`src/rtl/cache_pkg.sv`:
```
// Shared cache-controller definitions: address geometry defaults, miss penalty, FSM encoding.
package cache_pkg;

  localparam int MEMORY_BITS_DEF = 5;
  localparam int INDEX_DEF       = 3;
  localparam int MISS_CYCLES_DEF = 4;

  typedef enum logic [1:0] {
    S_IDLE      = 2'd0,
    S_LOOKUP    = 2'd1,
    S_MISS_WAIT = 2'd2,
    S_RESP      = 2'd3
  } state_e;

  function automatic logic [15:0] sat_inc(input logic [15:0] v);
    return (v == 16'hFFFF) ? v : v + 16'd1;
  endfunction

endpackage

```
`src/rtl/miss_timer.sv`:
```
// Loadable 4-bit down-counter with zero flag; counts main-memory penalty cycles.
module miss_timer (
  input  logic       clk,
  input  logic       reset,
  input  logic       load,
  input  logic [3:0] load_val,
  input  logic       dec,
  output logic       zero
);

  logic [3:0] count_q, count_d;

  always_comb begin
    count_d = count_q;
    if (load) begin
      count_d = load_val;
    end else if (dec && (count_q != 4'd0)) begin
      count_d = count_q - 4'd1;
    end
  end

  always_ff @(posedge clk) begin
    if (reset) begin
      count_q <= 4'd0;
    end else begin
      count_q <= count_d;
    end
  end

  assign zero = (count_q == 4'd0);

endmodule

```
`src/rtl/mem_access_ctrl.sv`:
```
// Single-outstanding CPU-to-cache access controller: load hit done 2 cycles after accept,
// miss/store done 2+miss_cycles after; accepts only when idle, extra requests are dropped.
module mem_access_ctrl
  import cache_pkg::*;
#(
  parameter int memory_bits = MEMORY_BITS_DEF,
  parameter int index       = INDEX_DEF,
  parameter int miss_cycles = MISS_CYCLES_DEF
) (
  input  logic                   clk,
  input  logic                   reset,
  input  logic                   cpu_req,
  input  logic                   cpu_we,
  input  logic [memory_bits-1:0] cpu_addr,
  input  logic [31:0]            cpu_wdata,
  output logic                   cpu_ready,
  output logic                   cpu_done,
  output logic [31:0]            cpu_rdata,
  output logic                   cpu_hit,
  output logic [memory_bits-1:0] cache_addr,
  output logic [31:0]            cache_wdata,
  output logic                   cache_read,
  output logic                   cache_write,
  input  logic [31:0]            cache_rdata,
  input  logic                   cache_match,
  output logic [15:0]            hit_count,
  output logic [15:0]            miss_count
);

  state_e                 state_q, state_d;
  logic [memory_bits-1:0] addr_q, addr_d;
  logic [31:0]            wdata_q, wdata_d;
  logic                   we_q, we_d;
  logic [31:0]            rdata_q, rdata_d;
  logic                   hit_q, hit_d;
  logic [15:0]            hit_cnt_q, hit_cnt_d;
  logic [15:0]            miss_cnt_q, miss_cnt_d;

  logic tmr_load, tmr_dec, tmr_zero;

  miss_timer u_miss_timer (
    .clk      (clk),
    .reset    (reset),
    .load     (tmr_load),
    .load_val (4'(miss_cycles - 1)),
    .dec      (tmr_dec),
    .zero     (tmr_zero)
  );

  always_comb begin
    state_d     = state_q;
    addr_d      = addr_q;
    wdata_d     = wdata_q;
    we_d        = we_q;
    rdata_d     = rdata_q;
    hit_d       = hit_q;
    hit_cnt_d   = hit_cnt_q;
    miss_cnt_d  = miss_cnt_q;
    tmr_load    = 1'b0;
    tmr_dec     = 1'b0;
    cache_addr  = '0;
    cache_wdata = '0;
    cache_read  = 1'b0;
    cache_write = 1'b0;

    unique case (state_q)
      S_IDLE: begin
        if (cpu_req) begin
          addr_d  = cpu_addr;
          wdata_d = cpu_wdata;
          we_d    = cpu_we;
          state_d = S_LOOKUP;
        end
      end
      S_LOOKUP: begin
        // tag field above the index field forms the cache's full address
        cache_addr  = {addr_q[memory_bits-1:index], addr_q[index-1:0]};
        cache_wdata = wdata_q;
        cache_read  = ~we_q;
        cache_write = we_q;
        if (!we_q && cache_match) begin
          rdata_d   = cache_rdata;
          hit_d     = 1'b1;
          hit_cnt_d = sat_inc(hit_cnt_q);
          state_d   = S_RESP;
        end else begin
          hit_d    = we_q & cache_match;
          tmr_load = 1'b1;
          state_d  = S_MISS_WAIT;
          if (!we_q) begin
            miss_cnt_d = sat_inc(miss_cnt_q);
          end
        end
      end
      S_MISS_WAIT: begin
        cache_addr  = {addr_q[memory_bits-1:index], addr_q[index-1:0]};
        cache_wdata = wdata_q;
        if (tmr_zero) begin
          // loads re-read once the line has been filled from main memory
          cache_read = ~we_q;
          if (!we_q) begin
            rdata_d = cache_rdata;
          end
          state_d = S_RESP;
        end else begin
          tmr_dec = 1'b1;
        end
      end
      S_RESP: begin
        state_d = S_IDLE;
      end
      default: state_d = S_IDLE;
    endcase
  end

  always_ff @(posedge clk) begin
    if (reset) begin
      state_q    <= S_IDLE;
      addr_q     <= '0;
      wdata_q    <= '0;
      we_q       <= 1'b0;
      rdata_q    <= '0;
      hit_q      <= 1'b0;
      hit_cnt_q  <= '0;
      miss_cnt_q <= '0;
    end else begin
      state_q    <= state_d;
      addr_q     <= addr_d;
      wdata_q    <= wdata_d;
      we_q       <= we_d;
      rdata_q    <= rdata_d;
      hit_q      <= hit_d;
      hit_cnt_q  <= hit_cnt_d;
      miss_cnt_q <= miss_cnt_d;
    end
  end

  assign cpu_ready  = (state_q == S_IDLE);
  assign cpu_done   = (state_q == S_RESP);
  assign cpu_rdata  = rdata_q;
  assign cpu_hit    = hit_q;
  assign hit_count  = hit_cnt_q;
  assign miss_count = miss_cnt_q;

endmodule

```
`config.mk`:
```
export PLATFORM = sky130hd
export DESIGN_NAME = mem_access_ctrl
export DESIGN_NICKNAME = d
export VERILOG_FILES = /design/src/rtl/cache_pkg.sv /design/src/rtl/miss_timer.sv /design/src/rtl/mem_access_ctrl.sv
export SDC_FILE = /design/constraint.sdc
export NUM_CORES = 1
export LEC_CHECK = 0
export ABC_CLOCK_PERIOD_IN_PS = 2100
export CORE_MARGIN = 2
export CORE_UTILIZATION = 30
export CTS_BUF_LIST = sky130_fd_sc_hd__clkbuf_16
export DETAILED_ROUTE_END_ITERATION = 16
export SLEW_MARGIN = 20
export SYNTH_ARGS = -nofsm -noshare
export SYNTH_HDL_FRONTEND = slang
export SYNTH_HIERARCHICAL = 1
export SYNTH_SLANG_ARGS = --single-unit
```
`constraint.sdc`:
```
create_clock -name clk -period 2.1 [get_ports clk]
set_clock_uncertainty 0.1 [all_clocks]
set_input_delay 0.63 -clock clk [delete_from_list [all_inputs] [get_ports clk]]
set_output_delay 0.63 -clock clk [all_outputs]
set_load 0.01 [all_outputs]
```
# Yosys cells after proc, flatten, opt, wreduce, memory -nomap -nowiden
# Index checks and enable logic that the tools add are counted.
dict set report totals {
  ff_bits 109
  input_bits 74
  word_cells 62
}
dict set report op_classes {
  addsub 3
  n_eq_ne 9
  mux 20
  n_bitwise 5
  reduce_logical 15
}
# operator n
set op_table {}
lappend op_table {{32-bit two-way mux} 4}
lappend op_table {{32-bit case mux with 2 select lines} 1}
lappend op_table {{16-bit by 1-bit adder with 16-bit output (second input constant)} 2}
lappend op_table {{16-bit equality test (second input constant)} 2}
lappend op_table {{1-bit two-way mux} 8}
lappend op_table {{2-bit two-way mux} 4}
lappend op_table {{2-bit != test (second input constant)} 4}
lappend op_table {{2-bit case mux with 4 select lines} 1}
lappend op_table {{4-bit AND reduction} 2}
lappend op_table {{5-bit two-way mux} 1}
lappend op_table {{2-bit equality test (second input constant)} 2}
lappend op_table {{4-bit zero test} 1}
lappend op_table {{1-bit inverter} 4}
lappend op_table {{2-bit AND reduction} 2}
lappend op_table {{2-bit nonzero test} 2}
lappend op_table {{4-bit nonzero test} 1}
lappend op_table {{2-bit OR reduction} 2}
lappend op_table {{4-bit by 1-bit subtractor with 4-bit output (second input constant)} 1}
lappend op_table {{3-bit AND reduction} 1}
lappend op_table {{2-bit by 1-bit equality test with 1-bit output (second input constant)} 1}
lappend op_table {{1-bit logical AND} 2}
lappend op_table {{2-bit zero test} 1}
lappend op_table {{1-bit case mux with 2 select lines} 1}
lappend op_table {{1-bit bitwise AND} 1}
lappend op_table {{1-bit zero test} 1}

# Longest topological paths before layout
dict set report depth {
  ltp_word 6
  mapped_depth 10
  mapped_depth_nobuf 8
}

# By module
# Netlist, hierarchy kept.
# mod n_inst cells_per_inst area_each_um2
set modules_own_cells {}
lappend modules_own_cells {mem_access_ctrl 1 567 4490.6}
lappend modules_own_cells {miss_timer 1 29 262.8}

# Least setup slack after synthesis
# No wires, ideal clock.
dict set report synth_timing {
  path_kind {register to register}
  from {register u_miss_timer.count_q[1]}
  to {register rdata_q[1], in the netlist cpu_rdata[1]}
  setup_ns 0.070
  arrival_time_ns 2.167
  required_time_ns 1.930
  setup_slack_ns -0.237
  stages_incl_launch_ff 11
  period_less_slack_ns 2.337
  path_cell_list {dfxtp_1 inv_1 ha_1 or3b_4 inv_1 nor2b_1 or3_1 clkbuf_1 clkbuf_1 nand2_1 a21oi_1}
}
dict set report synth_between {
  elab_chain_cells 3
}
# element line_no
set synth_lines {}
lappend synth_lines {{start: declaration} miss_timer.sv:11} ;# logic [3:0] count_q, count_d;
lappend synth_lines {{start signal: assignment} miss_timer.sv:26} ;# count_q <= count_d;
lappend synth_lines {{4-bit zero test} miss_timer.sv:30} ;# assign zero = (count_q == 4'd0);
lappend synth_lines {{net tmr_zero} mem_access_ctrl.sv:39} ;# logic tmr_load, tmr_dec, tmr_zero;
lappend synth_lines {{2-bit != test (no line)} n/a}
lappend synth_lines {{4-bit AND reduction (no line)} n/a}
lappend synth_lines {{end signal: assignment} mem_access_ctrl.sv:131} ;# rdata_q <= rdata_d;
lappend synth_lines {{end: declaration} mem_access_ctrl.sv:34} ;# logic [31:0] rdata_q, rdata_d;
# The timed path passes the listed nets, and every way through them passes these cells.
# A chain may end at the register's enable or synchronous reset.

# Worst setup path in the final report
dict set report layout_timing {
  from {register u_miss_timer.count_q[0]}
  to {output port cache_read}
}
dict set report layout_between {
  elab_chain_cells 3
}
# element line_no
set layout_lines {}
lappend layout_lines {{4-bit zero test} miss_timer.sv:30}
lappend layout_lines {{net tmr_zero} mem_access_ctrl.sv:39}
lappend layout_lines {{1-bit two-way mux} mem_access_ctrl.sv:98} ;# if (tmr_zero) begin
lappend layout_lines {{1-bit case mux with 2 select lines} mem_access_ctrl.sv:66} ;# unique case (state_q)
lappend layout_lines {{end: declaration} mem_access_ctrl.sv:22} ;# output logic cache_read,
# The timed path passes the listed nets, and every way through them passes these cells.

==> run metrics <==
status=complete, but fails checks; violated checks=negative setup slack; worst path required time=1370 ps; final count of pins violating max slew=0; synthesis-stage register bit count=109; Place WS=-505 ps; Nets=917; count leader, synth=nand2_1; largest net degree at the start of global routing=49; Starting Density=between 30% and 40%; clock latency on the worst-skew pair=350 ps; Total Wirelength=15.2 mm; MaxCap Viol Count=0; Synth Area in Compound Gates=12.6%; Synth Area in XOR/XNOR=under 10%; fmax=0.413 GHz; CTS sink count=109; Max FO, Critical Path=2; ratio of cells with drive above 1 in the final layout=29.4%; crit path launch type=register; CTS Buf Count=9; CTS max path bufs=2; Post-synth EDFFs=0; Min Clock Period, post-route=2420 ps; vias in the first global route=roughly 4700; setup ws final=-319 ps; initial antenna violation count=0; number of I/O port buffers=between 150 and 200; Pwr Density=1140 nW/um2; vias after detailed routing=4926; TNS Setup=-8230 ps; cell area after layout=8170 um2; CP top delay family=simple AND/OR/NAND/NOR gates; Mapped Area=around 4800 um2; final core utilization=52.2%; synth top area cells=dfxtp_1 46%, nand2_1 12%, a21oi_1 8.1%; die area=around 17000 um2; n_diodes=0; TritonRoute pass-1 iters=4; Adder-Cell Fraction of Synth Area=about 2.1%; WS Path Type=register to primary output; Root Buffer=clkbuf_16; RSZ-0062 raised after global routing=yes; io pins=180; Arrival @ worst endpoint=1690 ps; most frequent CP cell=inv_2; Netlist cell types=54; worst reg2reg setup slack=-50 ps; most common flop cell mapped by yosys=dfxtp_1; dpl hpwl=10.2 mm; largest family of logic cells by synthesized area=simple AND/OR/NAND/NOR gates; final hold violations=0; post-synthesis mux area share=under 10%; Mapped Cells=roughly 600; Hold Crit Class=register to register; DR vias/cell=around 4.7; area leader, netlist=dfxtp_1; Die Span Y=approximately 130 um; total gr overflow=0; CP max stage delay=370 ps; post-synthesis sequential area ratio=~46%; simple logic cell fraction of the synthesized area=a little under a third; 1st-iter DRT viols=203; routed len/inst=between 10 and 15 um; Max IR drop VDD=0.655 mV; core area=approximately 16000 um2; H-tree lvl count=3; first-pass GRT wire length=about 23 mm; final period utilization=115%; crit path max-delay cell type=or3b_4; cell row count=46; Buf+Inv Stages, Crit Path=3; synth cell count leaders=158 x nand2_1, 109 x dfxtp_1, 77 x a21oi_1; TritonCTS clock tree=done; crit end category=primary output; Filler cells=~1500; # setup viols final=64; gr usage total=17.0%; synth warn=6; crit-path cells=inv_2 -> ha_4 -> or3b_4 -> inv_2 -> a21oi_2 -> nor3b_2 -> buf_2; RD Place Congestion=about 0.81; DRC viols=0; CTS Hold Bufs=0; Yosys top cell area share=between 40% and 50%; die width=130 um; post-detailed-route count of antenna-violating nets=0; async set or reset register ratio after synthesis=0%; Clock transition at path regs=~70 ps; Syn Area/Cell=7.98 um2; area of placed instances=between 7000 and 8000 um2; Lkg Pwr=3.27 nW; Layout Area Growth over Synthesis=71.8%
## metrics by stage
stage / cells / hold slack [ps] / power [mW]
6_report: 1056 / 356 / 9.31
4_1_cts: 1040 / 355 / 8.91
2_1_floorplan: 598 / 332 / 4.41
5_1_grt: 1056 / 370 / 9.86
3_3_place_gp: 1008 / 336 / 5.99
3_5_place_dp: 1008 / 343 / 6.07
## power by group
| part | leakage (nW) | internal (mW) | switching [mW] | total, mW |
|---|---|---|---|---|
| Combinational | 2.22 | 2.74 | 2.20 | 4.93 |
| Sequential | 0.897 | 2.44 | 0.213 | 2.66 |
| Clock | 0.148 | 0.931 | 0.788 | 1.72 |
## area by class of cell
class / count / area, um2 / area share, %
well taps: 216 / 270 / 3.31
clock inverters: 7 / 70.1 / 0.858
flip-flops and latches: 109 / 2210 / 27.0
multi-input cells: 444 / 2700 / 33.1
repair buffers: 260 / 2650 / 32.5
inverters: 11 / 41.3 / 0.506
clock buffers: 9 / 225 / 2.76
## cells by family (layout without fill, tap and decap cells)
| group | Yosys count | in the layout |
|---|---|---|
| and+or+nand+nor | 302 | 302 |
| DFF | 109 | 109 |
| AOI/OAI and AO/OA | 104 | 104 |
| buffers and inverters | 45 | 287 |
| xor gates and xnor gates | 20 | 20 |
| adders and majority gates | 8 | 8 |
| muxes | 6 | 6 |
| other | 2 | 4 |
## what timing repair did
item / in CTS / in global routing
gates cloned: 4 / 3
pin swaps: 6 / 14
gates resized for setup: 250 / 79
endpoints found under the setup margin: 61 / 96
setup buffers: 14 / 17
## cells in the final DEF, fill, tap and decap left out, types with 4 or more instances in the layout
cell type        Yosys  final
nand2_1            158    141
clkdlybuf4s50_1      0    123
dfxtp_1            109     90
a21oi_1             77     74
buf_4                1     56
buf_6                1     50
and2_4               0     37
nor2_1              37     36
dfxtp_2              0     19
nand2_2              0     17
xnor2_1             15     15
nand3_1             11     11
clkbuf_16            0     11
dlymetal6s2s_1       0      8
nand4_1              7      7
nor3_1              12      7
dlygate4sd2_1        0      7
buf_12               0      7
inv_1               11      6
inv_2                0      5
mux2i_1              5      5
xor2_1               5      5
o21ai_0              5      5
or3_1                5      4
and4_1               4      4
nor3b_1              5      4
conb_1               2      4
## worst reg2reg max path, cell delays in order, from the launching register on
cell and delay [ps]:
dfxtp_2 330, inv_2 70, buf_6 100, ha_4 150, or3b_4 390, buf_4 150
nor3_4 110, o211ai_1 160, or4_1 450, o21ai_2 70
## final timing paths
| kind | startpoint | depth (start not counted) | to |
|---|---|---|---|
| worst max-delay path | u_miss_timer/count_q[0] | 7 | cache_read |
| worst min-delay path | cpu_rdata[1] | 2 | cpu_rdata[1] |
| worst max register to register | state_q[1] | 9 | miss_count[13] |
| worst min register to register | cpu_rdata[1] | 2 | cpu_rdata[1] |
## routing by layer
metal / track usage, % / wire [um] / vias to the layer above
li1: - / - / 2471
met1: 21.2 / 6730 / 2315
met2: 29.2 / 7540 / 124
met3: 3.12 / 736 / 16
met4: 6.26 / 201 / 0
met5: 0 / 0 / -
## registers in the layout, indices dropped and copies added, names as in the netlist
name and count:
addr_q 5, u_miss_timer/count_q 4, state_q 2, cpu_hit 1, hit_count 16, we_q 1, cpu_rdata 32, wdata_q 32
miss_count 16
Note: power is estimated with default switching activity, not from simulation.
